$ cat config.mk
export PLATFORM = sky130hd
export DESIGN_NAME = dmem_arbiter_flat
export DESIGN_NICKNAME = d
export VERILOG_FILES = /design/src/rtl/dmem_arb_pkg.sv /design/src/rtl/dmem_arbiter_if.sv /design/src/rtl/dmem_arb_starve_ctr.sv /design/src/rtl/dmem_arbiter.sv /design/src/flat_wrapper.sv
export SDC_FILE = /design/constraint.sdc
export NUM_CORES = 1
export LEC_CHECK = 0
export CAP_MARGIN = 10
export CORE_AREA = 2 2 119 121
export CTS_CLUSTER_SIZE = 24
export DETAILED_ROUTE_END_ITERATION = 8
export DIE_AREA = 0 0 121 123
export MAX_ROUTING_LAYER = met4
export PLACE_DENSITY_LB_ADDON = 0.12
export SLEW_MARGIN = 20
export SYNTH_ARGS = -nofsm -noshare
export SYNTH_HDL_FRONTEND = slang
export SYNTH_SLANG_ARGS = --single-unit
$ cat constraint.sdc
create_clock -name clk -period 3.7 [get_ports clk]
set_clock_uncertainty 0.2 [all_clocks]
set_input_delay 0.555 -clock clk [delete_from_list [all_inputs] [get_ports clk]]
set_output_delay 0.555 -clock clk [all_outputs]
set_load 0.005 [all_outputs]
$ cat src/rtl/dmem_arb_pkg.sv
// ============================================================================
// Module      : dmem_arb_pkg
// Description : Shared types and constants for the data-memory arbiter.
// Revision    : 1.0 - initial release
// ============================================================================
`default_nettype none

package dmem_arb_pkg;

    typedef enum logic [0:0] {
        PRIO_CORE = 1'b0,
        PRIO_DBG  = 1'b1
    } arb_state_t;

    typedef enum logic [0:0] {
        PORT_CORE = 1'b0,
        PORT_DBG  = 1'b1
    } port_id_t;

    localparam logic [1:0] MASK_BYTE = 2'b00;
    localparam logic [1:0] MASK_HALF = 2'b01;
    localparam logic [1:0] MASK_WORD = 2'b10;

    // Wide enough for the largest legal starvation limit (255).
    localparam int CNT_W = 8;

endpackage

`default_nettype wire

$ cat src/rtl/dmem_arbiter_if.sv
// ============================================================================
// Module      : dmem_arbiter_if
// Description : Core, debug and data-memory bus bundle for dmem_arbiter.
// Revision    : 1.0 - initial release
// ============================================================================
`default_nettype none

interface dmem_arbiter_if;

    logic        core_req;
    logic        core_we;
    logic [31:0] core_addr;
    logic [31:0] core_wdata;
    logic [1:0]  core_mask;
    logic        core_gnt;
    logic        core_rvalid;
    logic [31:0] core_rdata;

    logic        dbg_req;
    logic        dbg_we;
    logic [31:0] dbg_addr;
    logic [31:0] dbg_wdata;
    logic [1:0]  dbg_mask;
    logic        dbg_gnt;
    logic        dbg_rvalid;
    logic [31:0] dbg_rdata;

    logic [31:0] mem_addr;
    logic [31:0] mem_write_data;
    logic [1:0]  mem_data_mask;
    logic        mem_write_en;
    logic        mem_read_en;
    logic [31:0] mem_read_data;

    // Arbiter view.
    modport slave (
        input  core_req, core_we, core_addr, core_wdata, core_mask,
        output core_gnt, core_rvalid, core_rdata,
        input  dbg_req, dbg_we, dbg_addr, dbg_wdata, dbg_mask,
        output dbg_gnt, dbg_rvalid, dbg_rdata,
        output mem_addr, mem_write_data, mem_data_mask, mem_write_en, mem_read_en,
        input  mem_read_data
    );

    // Requester / memory view.
    modport master (
        output core_req, core_we, core_addr, core_wdata, core_mask,
        input  core_gnt, core_rvalid, core_rdata,
        output dbg_req, dbg_we, dbg_addr, dbg_wdata, dbg_mask,
        input  dbg_gnt, dbg_rvalid, dbg_rdata,
        input  mem_addr, mem_write_data, mem_data_mask, mem_write_en, mem_read_en,
        output mem_read_data
    );

endinterface

`default_nettype wire

$ cat src/rtl/dmem_arb_starve_ctr.sv
// ============================================================================
// Module      : dmem_arb_starve_ctr
// Description : Debug wait counter and tie-break priority FSM.
// Revision    : 1.0 - initial release
// ============================================================================
`default_nettype none

module dmem_arb_starve_ctr
    import dmem_arb_pkg::*;
#(
    parameter int unsigned STARVE_LIMIT = 8
) (
    input  wire logic clk,
    input  wire logic rst,
    input  wire logic i_dbg_req,
    input  wire logic i_dbg_gnt,
    output arb_state_t o_state
);

    localparam logic [CNT_W-1:0] C_LIMIT = CNT_W'(STARVE_LIMIT);

    logic [CNT_W-1:0] r_wait_cnt;
    logic [CNT_W-1:0] w_cnt_next;
    arb_state_t       r_state;

    always_comb begin
        w_cnt_next = r_wait_cnt;
        if (!i_dbg_req || i_dbg_gnt) begin
            w_cnt_next = '0;
        end else if (r_wait_cnt != C_LIMIT) begin
            w_cnt_next = r_wait_cnt + CNT_W'(1);
        end
    end

    always_ff @(posedge clk) begin
        if (rst) begin
            r_state    <= PRIO_CORE;
            r_wait_cnt <= '0;
        end else begin
            r_wait_cnt <= w_cnt_next;
            case (r_state)
                PRIO_CORE: if (w_cnt_next == C_LIMIT) r_state <= PRIO_DBG;
                // Held until debug actually wins, even if it stops asking.
                PRIO_DBG:  if (i_dbg_gnt) r_state <= PRIO_CORE;
                default:   r_state <= PRIO_CORE;
            endcase
        end
    end

    assign o_state = r_state;

endmodule

`default_nettype wire

$ cat src/rtl/dmem_arbiter.sv
// ============================================================================
// Module      : dmem_arbiter
// Description : Two-port (core/debug) arbiter onto a single data memory.
//               Build option DMEM_ARB_STARVE_EN enables debug anti-starvation.
// Revision    : 1.0 - initial release
// ============================================================================
`default_nettype none

module dmem_arbiter
    import dmem_arb_pkg::*;
#(
    parameter int unsigned STARVE_LIMIT = 8
) (
    input  wire logic     clk,
    input  wire logic     rst,
    dmem_arbiter_if.slave bus
);

    arb_state_t w_state;
    logic       w_core_gnt;
    logic       w_dbg_gnt;
    logic       r_rd_valid;
    port_id_t   r_rd_port;

`ifdef DMEM_ARB_STARVE_EN
    dmem_arb_starve_ctr #(
        .STARVE_LIMIT (STARVE_LIMIT)
    ) u_starve_ctr (
        .clk       (clk),
        .rst       (rst),
        .i_dbg_req (bus.dbg_req),
        .i_dbg_gnt (w_dbg_gnt),
        .o_state   (w_state)
    );
`else
    localparam logic [7:0] C_LIMIT_BITS = 8'(STARVE_LIMIT);
    logic w_unused_limit;

    assign w_state        = PRIO_CORE;
    assign w_unused_limit = ^C_LIMIT_BITS;
`endif

    // Core wins unless debug holds priority and is also asking.
    assign w_core_gnt = !rst && bus.core_req && (!bus.dbg_req || (w_state == PRIO_CORE));
    assign w_dbg_gnt  = !rst && bus.dbg_req && !w_core_gnt;

    assign bus.core_gnt = w_core_gnt;
    assign bus.dbg_gnt  = w_dbg_gnt;

    assign bus.mem_addr       = w_dbg_gnt ? bus.dbg_addr  : bus.core_addr;
    assign bus.mem_write_data = w_dbg_gnt ? bus.dbg_wdata : bus.core_wdata;
    assign bus.mem_data_mask  = w_dbg_gnt ? bus.dbg_mask  : bus.core_mask;
    assign bus.mem_write_en   = (w_core_gnt && bus.core_we)  || (w_dbg_gnt && bus.dbg_we);
    assign bus.mem_read_en    = (w_core_gnt && !bus.core_we) || (w_dbg_gnt && !bus.dbg_we);

    always_ff @(posedge clk) begin
        if (rst) begin
            r_rd_valid <= 1'b0;
            r_rd_port  <= PORT_CORE;
        end else begin
            r_rd_valid <= bus.mem_read_en;
            r_rd_port  <= w_dbg_gnt ? PORT_DBG : PORT_CORE;
        end
    end

    // Gating with rst drops a read whose data would land in a reset cycle.
    assign bus.core_rvalid = r_rd_valid && (r_rd_port == PORT_CORE) && !rst;
    assign bus.dbg_rvalid  = r_rd_valid && (r_rd_port == PORT_DBG)  && !rst;
    assign bus.core_rdata  = bus.mem_read_data;
    assign bus.dbg_rdata   = bus.mem_read_data;

endmodule

`default_nettype wire

$ cat src/flat_wrapper.sv
// flat-port wrapper written by rule: the top's interface ports become plain ports
module dmem_arbiter_flat import dmem_arb_pkg::*;
#(
    parameter int unsigned STARVE_LIMIT = 8
)
  (clk, rst, bus_core_req, bus_core_we, bus_core_addr, bus_core_wdata, bus_core_mask, bus_core_gnt, bus_core_rvalid, bus_core_rdata, bus_dbg_req, bus_dbg_we, bus_dbg_addr, bus_dbg_wdata, bus_dbg_mask, bus_dbg_gnt, bus_dbg_rvalid, bus_dbg_rdata, bus_mem_addr, bus_mem_write_data, bus_mem_data_mask, bus_mem_write_en, bus_mem_read_en, bus_mem_read_data);
  dmem_arbiter_if bus_i ();
  input  wire logic clk;
  input  wire logic rst;
  input wire logic [$bits(bus_i.core_req)-1:0] bus_core_req;
  input wire logic [$bits(bus_i.core_we)-1:0] bus_core_we;
  input wire logic [$bits(bus_i.core_addr)-1:0] bus_core_addr;
  input wire logic [$bits(bus_i.core_wdata)-1:0] bus_core_wdata;
  input wire logic [$bits(bus_i.core_mask)-1:0] bus_core_mask;
  output wire logic [$bits(bus_i.core_gnt)-1:0] bus_core_gnt;
  output wire logic [$bits(bus_i.core_rvalid)-1:0] bus_core_rvalid;
  output wire logic [$bits(bus_i.core_rdata)-1:0] bus_core_rdata;
  input wire logic [$bits(bus_i.dbg_req)-1:0] bus_dbg_req;
  input wire logic [$bits(bus_i.dbg_we)-1:0] bus_dbg_we;
  input wire logic [$bits(bus_i.dbg_addr)-1:0] bus_dbg_addr;
  input wire logic [$bits(bus_i.dbg_wdata)-1:0] bus_dbg_wdata;
  input wire logic [$bits(bus_i.dbg_mask)-1:0] bus_dbg_mask;
  output wire logic [$bits(bus_i.dbg_gnt)-1:0] bus_dbg_gnt;
  output wire logic [$bits(bus_i.dbg_rvalid)-1:0] bus_dbg_rvalid;
  output wire logic [$bits(bus_i.dbg_rdata)-1:0] bus_dbg_rdata;
  output wire logic [$bits(bus_i.mem_addr)-1:0] bus_mem_addr;
  output wire logic [$bits(bus_i.mem_write_data)-1:0] bus_mem_write_data;
  output wire logic [$bits(bus_i.mem_data_mask)-1:0] bus_mem_data_mask;
  output wire logic [$bits(bus_i.mem_write_en)-1:0] bus_mem_write_en;
  output wire logic [$bits(bus_i.mem_read_en)-1:0] bus_mem_read_en;
  input wire logic [$bits(bus_i.mem_read_data)-1:0] bus_mem_read_data;
  assign bus_i.core_req = bus_core_req;
  assign bus_i.core_we = bus_core_we;
  assign bus_i.core_addr = bus_core_addr;
  assign bus_i.core_wdata = bus_core_wdata;
  assign bus_i.core_mask = bus_core_mask;
  assign bus_core_gnt = bus_i.core_gnt;
  assign bus_core_rvalid = bus_i.core_rvalid;
  assign bus_core_rdata = bus_i.core_rdata;
  assign bus_i.dbg_req = bus_dbg_req;
  assign bus_i.dbg_we = bus_dbg_we;
  assign bus_i.dbg_addr = bus_dbg_addr;
  assign bus_i.dbg_wdata = bus_dbg_wdata;
  assign bus_i.dbg_mask = bus_dbg_mask;
  assign bus_dbg_gnt = bus_i.dbg_gnt;
  assign bus_dbg_rvalid = bus_i.dbg_rvalid;
  assign bus_dbg_rdata = bus_i.dbg_rdata;
  assign bus_mem_addr = bus_i.mem_addr;
  assign bus_mem_write_data = bus_i.mem_write_data;
  assign bus_mem_data_mask = bus_i.mem_data_mask;
  assign bus_mem_write_en = bus_i.mem_write_en;
  assign bus_mem_read_en = bus_i.mem_read_en;
  assign bus_i.mem_read_data = bus_mem_read_data;
  dmem_arbiter #(.STARVE_LIMIT(STARVE_LIMIT)) u_core (.clk(clk), .rst(rst), .bus(bus_i));
endmodule
Word level (Yosys, flattened, before mapping). Cells that the tools add are included. Widths: inputs -> output; s select.

Add/sub/neg operators: 0. Multipliers: 0. Divide/modulo/power cells: 0. $lt $le $gt $ge: 0. Eq/ne operators: 0. Shifts and indexed selects: 0. Muxes and demuxes: 4. Bitwise gates (word level): 1. Reduce and logical (&&, ||, !) cells: 17.

Operator list (number): $mux 32 (2); $logic_and 1x1->1 (11); $logic_not 1->1 (4); $logic_or 1x1->1 (2); $mux 2 (1); $mux 1 (1); $not 1->1 (1).

Register bits: 2. Latch bits: 0. RAM bits: 0. ROM bits: 0. Input bits: 170. Output and inout port bits: 136. Word-level logic and storage cells: 24. Memories: 0.

Longest topological paths before layout.
Word-level depth: 6. Depth in mapped cells: 4. Depth with buffers taken out: 2.

Least setup slack after synthesis. OpenSTA, ideal clock, no wires.

Path kind: input -> output. From: in rst. To: out bus_mem_addr[22]. Arrival time: 1459 ps. Data required time: 2945 ps. Setup slack: 1486 ps. Stages: 4. Buffers on the path: 2. Cells stage by stage: nor3b_2 buf_4 buf_6 mux2_1.

Longest elaborated chain between the ends: 5. Elaborated cells between the ends (all ways): 6. Those cells by class: mux: 1; reduce/logical: 5.

RTL lines: start: declaration (RTL line flat_wrapper.sv:9) `input wire logic rst;`; $logic_not 1->1 * (RTL line dmem_arbiter.sv:44, dmem_arbiter.sv:45); $logic_and 1x1->1 (RTL line dmem_arbiter.sv:44) `assign w_core_gnt = !rst && bus.core_req && (!bus.dbg_req || (w_state == PRIO_CORE));`; $logic_not 1->1 (RTL line dmem_arbiter.sv:45) `assign w_dbg_gnt = !rst && bus.dbg_req && !w_core_gnt;`; $logic_and 1x1->1 * (RTL line dmem_arbiter.sv:45); via bus_dbg_gnt (RTL line flat_wrapper.sv:23) `output wire logic [$bits(bus_i.dbg_gnt)-1:0] bus_dbg_gnt;`; $mux 32 * (RTL line dmem_arbiter.sv:50) `assign bus.mem_addr = w_dbg_gnt ? bus.dbg_addr : bus.core_addr;`; end: declaration (RTL line flat_wrapper.sv:26) `output wire logic [$bits(bus_i.mem_addr)-1:0] bus_mem_addr;`.

The timed path passes the listed nets; every way through them passes the cells marked *.

Worst setup path in the final report.
From: in rst. To: out bus_mem_write_data[4].

Longest elaborated chain between the ends: 5. Elaborated cells between the ends (all ways): 6. Those cells by class: mux: 1; reduce/logical: 5.

RTL lines: $logic_not 1->1 * (RTL line dmem_arbiter.sv:44, dmem_arbiter.sv:45); $logic_and 1x1->1 (RTL line dmem_arbiter.sv:44); $logic_not 1->1 (RTL line dmem_arbiter.sv:45); $logic_and 1x1->1 * (RTL line dmem_arbiter.sv:45); $mux 32 * (RTL line dmem_arbiter.sv:51) `assign bus.mem_write_data = w_dbg_gnt ? bus.dbg_wdata : bus.core_wdata;`; end: declaration (RTL line flat_wrapper.sv:27) `output wire logic [$bits(bus_i.mem_write_data)-1:0] bus_mem_write_data;`.

Mark *: on every way between the ends. The rest lies on a longest branch, timed or not.

==> impl_metrics.py <==
metrics = {
    "outcome": {
        "status": "finished clean",
    },
    "logic_synthesis": {
        "synth_top_area_share_pct": 34.8,
        "synthCells": 151,
        "avgSynthCellArea_um2": 9.30,
        "ys_seq_area_share_pct": 2.85,
        "synth_nets": 321,
        "ys_ff_latch": 2,
        "synth.largest_area_cell": "buf_4",
        "ys_top_cells_by_area": "buf_4 (35%), mux2_2 (30%), mux2_1 (23%)",
        "synth_area_mm2": 0.00140,
        "ys_warn_count": 0,
        "synth.distinct_cells": 15,
    },
    "worst_setup_path": {
        "path_class": "input port to output pin",
        "path_common_cell": "clkdlybuf4s50_1",
        "crit_required_ns": 2.94,
        "arrival_ns": 2.66,
        "crit_slowest_cell": "clkdlybuf4s50_1",
        "critPathMaxStageDelay_ns": 0.56,
        "cp_cell_sequence": "clkdlybuf4s50_1 > nor3b_4 > buf_12 > mux2_2 > clkdlybuf4s50_1",
        "worstSetupEndpointType": "output pin",
        "cp_top_family": "buffers and inverters",
        "start_kind": "input port",
        "path_buf_inv": 3,
        "worst-path-max-fanout": 40,
    },
    "sta": {
        "hold_viol": 0,
        "fin_crit_ns": 3.41,
        "finalCritPeriodShare_pct": 92.3,
        "rsz0062_at_grt": "no",
        "setup_violations": 0,
        "fmax_mhz": 293,
        "relSlewSlack_pct": 78.5,
        "tightest_slew_ns": 0.322,
        "slew_viol_final": 0,
        "tns_ns": 0,
    },
    "clock_network": {
        "cts_resized": 0,
        "clock_path_buffers": 2,
        "cts_setup_buffers": 0,
        "cts_tree": "built",
        "htree_levels": 1,
        "clkSinkCount": 2,
        "clk_pin_slew_ns": 0.03,
        "root_buffer": "clkbuf_16",
        "cts_buffers": 3,
        "ctsHoldBuffers": 0,
    },
    "floorplan": {
        "die_w_um": 121,
        "top_level_ports": 306,
        "die_area_mm2": 0.0149,
        "start_util_pct": 10.3,
        "row_count": 43,
        "die_h_um": 123,
        "core-area_mm2": 0.0136,
    },
    "route": {
        "routed_wl_mm": 6.36,
        "detail_route.wl_per_cell_um": 13.4,
        "vias_per_cell": 3.37,
        "drc": 0,
        "antenna_violating_nets_post_route": 0,
        "drt-initial-drc-count": 7,
        "vias": 1597,
        "drt_first_pass_iters": 4,
    },
    "grt": {
        "overflow": 0,
        "first_global_vias": 1706,
        "grt_max_degree": 41,
        "antenna_found_initial": 0,
        "grt_pass1_wl_mm": 8.92,
        "grt_usage_pct": 7.99,
    },
    "pwr": {
        "power_frac_seq_pct": 4.5,
        "p_sw_uw": 102,
        "p_per_area_mw_per_mm2": 157,
        "netSwitchingFraction_pct": 19.6,
        "pwr-share-comb_pct": 64.7,
        "leakagePower_nw": 1.17,
        "irDropWorstVdd_v": 0.000105,
        "internal_power_uw": 417,
        "clkPwrFrac_pct": 30.9,
    },
    "worst_hold_path": {
        "min_path_type": "input port to flip-flop",
    },
    "finish": {
        "finish.instance_area_mm2": 0.00331,
        "final_cell_mix": "clkdlybuf4s50_1 (209), mux2_2 (37), mux2_1 (29)",
        "area_growth_pct": 135,
        "instances_no_fill": 474,
        "multi_input_area_um2": 833,
        "final_nets": 466,
        "drive_gt1_share_pct": 15.0,
        "insertedDiodeCount": 0,
        "fill_cells": 1465,
        "layout_commonest_cell": "clkdlybuf4s50_1",
        "regArea_um2": 40.0,
    },
    "place": {
        "port_buffers": 209,
        "dpl_cell_area_mm2": 0.00323,
        "place_inst": 471,
        "routabilityCongestion": 0.667,
        "dp_hpwl_mm": 5.51,
    },
    "flow_run": {
        "max_cap_viol_count": 0,
    },
}
cells in the mapped netlist:
| cell type | number |
|---|---|
| buf_6 | 3 |
| buf_4 | 65 |
| nand3b_1 | 1 |
| mux2_1 | 29 |
| nor3b_2 | 1 |
| dfxtp_1 | 2 |
| buf_2 | 3 |
| and3b_1 | 1 |
| nor3b_1 | 2 |
| nor2b_1 | 1 |
| or3b_2 | 1 |
| nand2b_1 | 1 |
| mux2_2 | 37 |
| nand2_1 | 1 |
| a21oi_1 | 3 |
stage by stage:
stage | setup WS (ns) | hold WS [ns] | util, % | total power, mW
after floorplan | 1.49 | 0.424 | - | 0.156
after global placement | 0.260 | 0.910 | 23.7 | 0.364
after detailed placement | 0.280 | 0.910 | 23.7 | 0.363
after CTS | 0.255 | 0.799 | 24.3 | 0.529
after global routing | 0.194 | 0.829 | 24.3 | 0.548
final | 0.285 | 0.796 | 24.3 | 0.519
worst paths after layout:
path / startpoint / end / slack (ns) / cells past startpoint
hold / removal: bus_dbg_req / u_core.r_rd_port$_SDFF_PP0_ / 0.80 / 2
setup / recovery: rst / bus_mem_write_data[4] / 0.29 / 5
cell type report:
type                    count  share of cell area (%)
clock buffers               3                    2.27
multi-input cells          78                    25.2
flip-flops and latches      2                    1.21
well taps                 180                    6.81
repair buffers            211                    64.5
registers in the layout, summed over array words and instances, names as in the netlist:
name               flops
u_core.r_rd_port       1
u_core.r_rd_valid      1
metal layers:
metal	up-vias	GRT usage, %	wire [µm]
met4	0	0.872	20
met3	2	3.04	820
met5	-	-	0
met1	722	8.00	2220
li1	744	-	-
met2	129	15.2	3300
cells by family after synthesis:
family	Yosys count	share of synthesized area, %
buf+inv	71	38.2
flops	2	2.85
simple gates	9	4.90
mux	66	52.9
compound gates	3	1.07
power by group through the flow:
stage                     registers, mW  logic (mW)  clock network, mW
after floorplan                  0.0234       0.132                  0
after global placement           0.0235       0.341                  0
after detailed placement         0.0235       0.340                  0
after CTS                        0.0232       0.343              0.163
after global routing             0.0234       0.360              0.165
final                            0.0232       0.336              0.160
No activity file was read; power rests on OpenSTA's default activity.
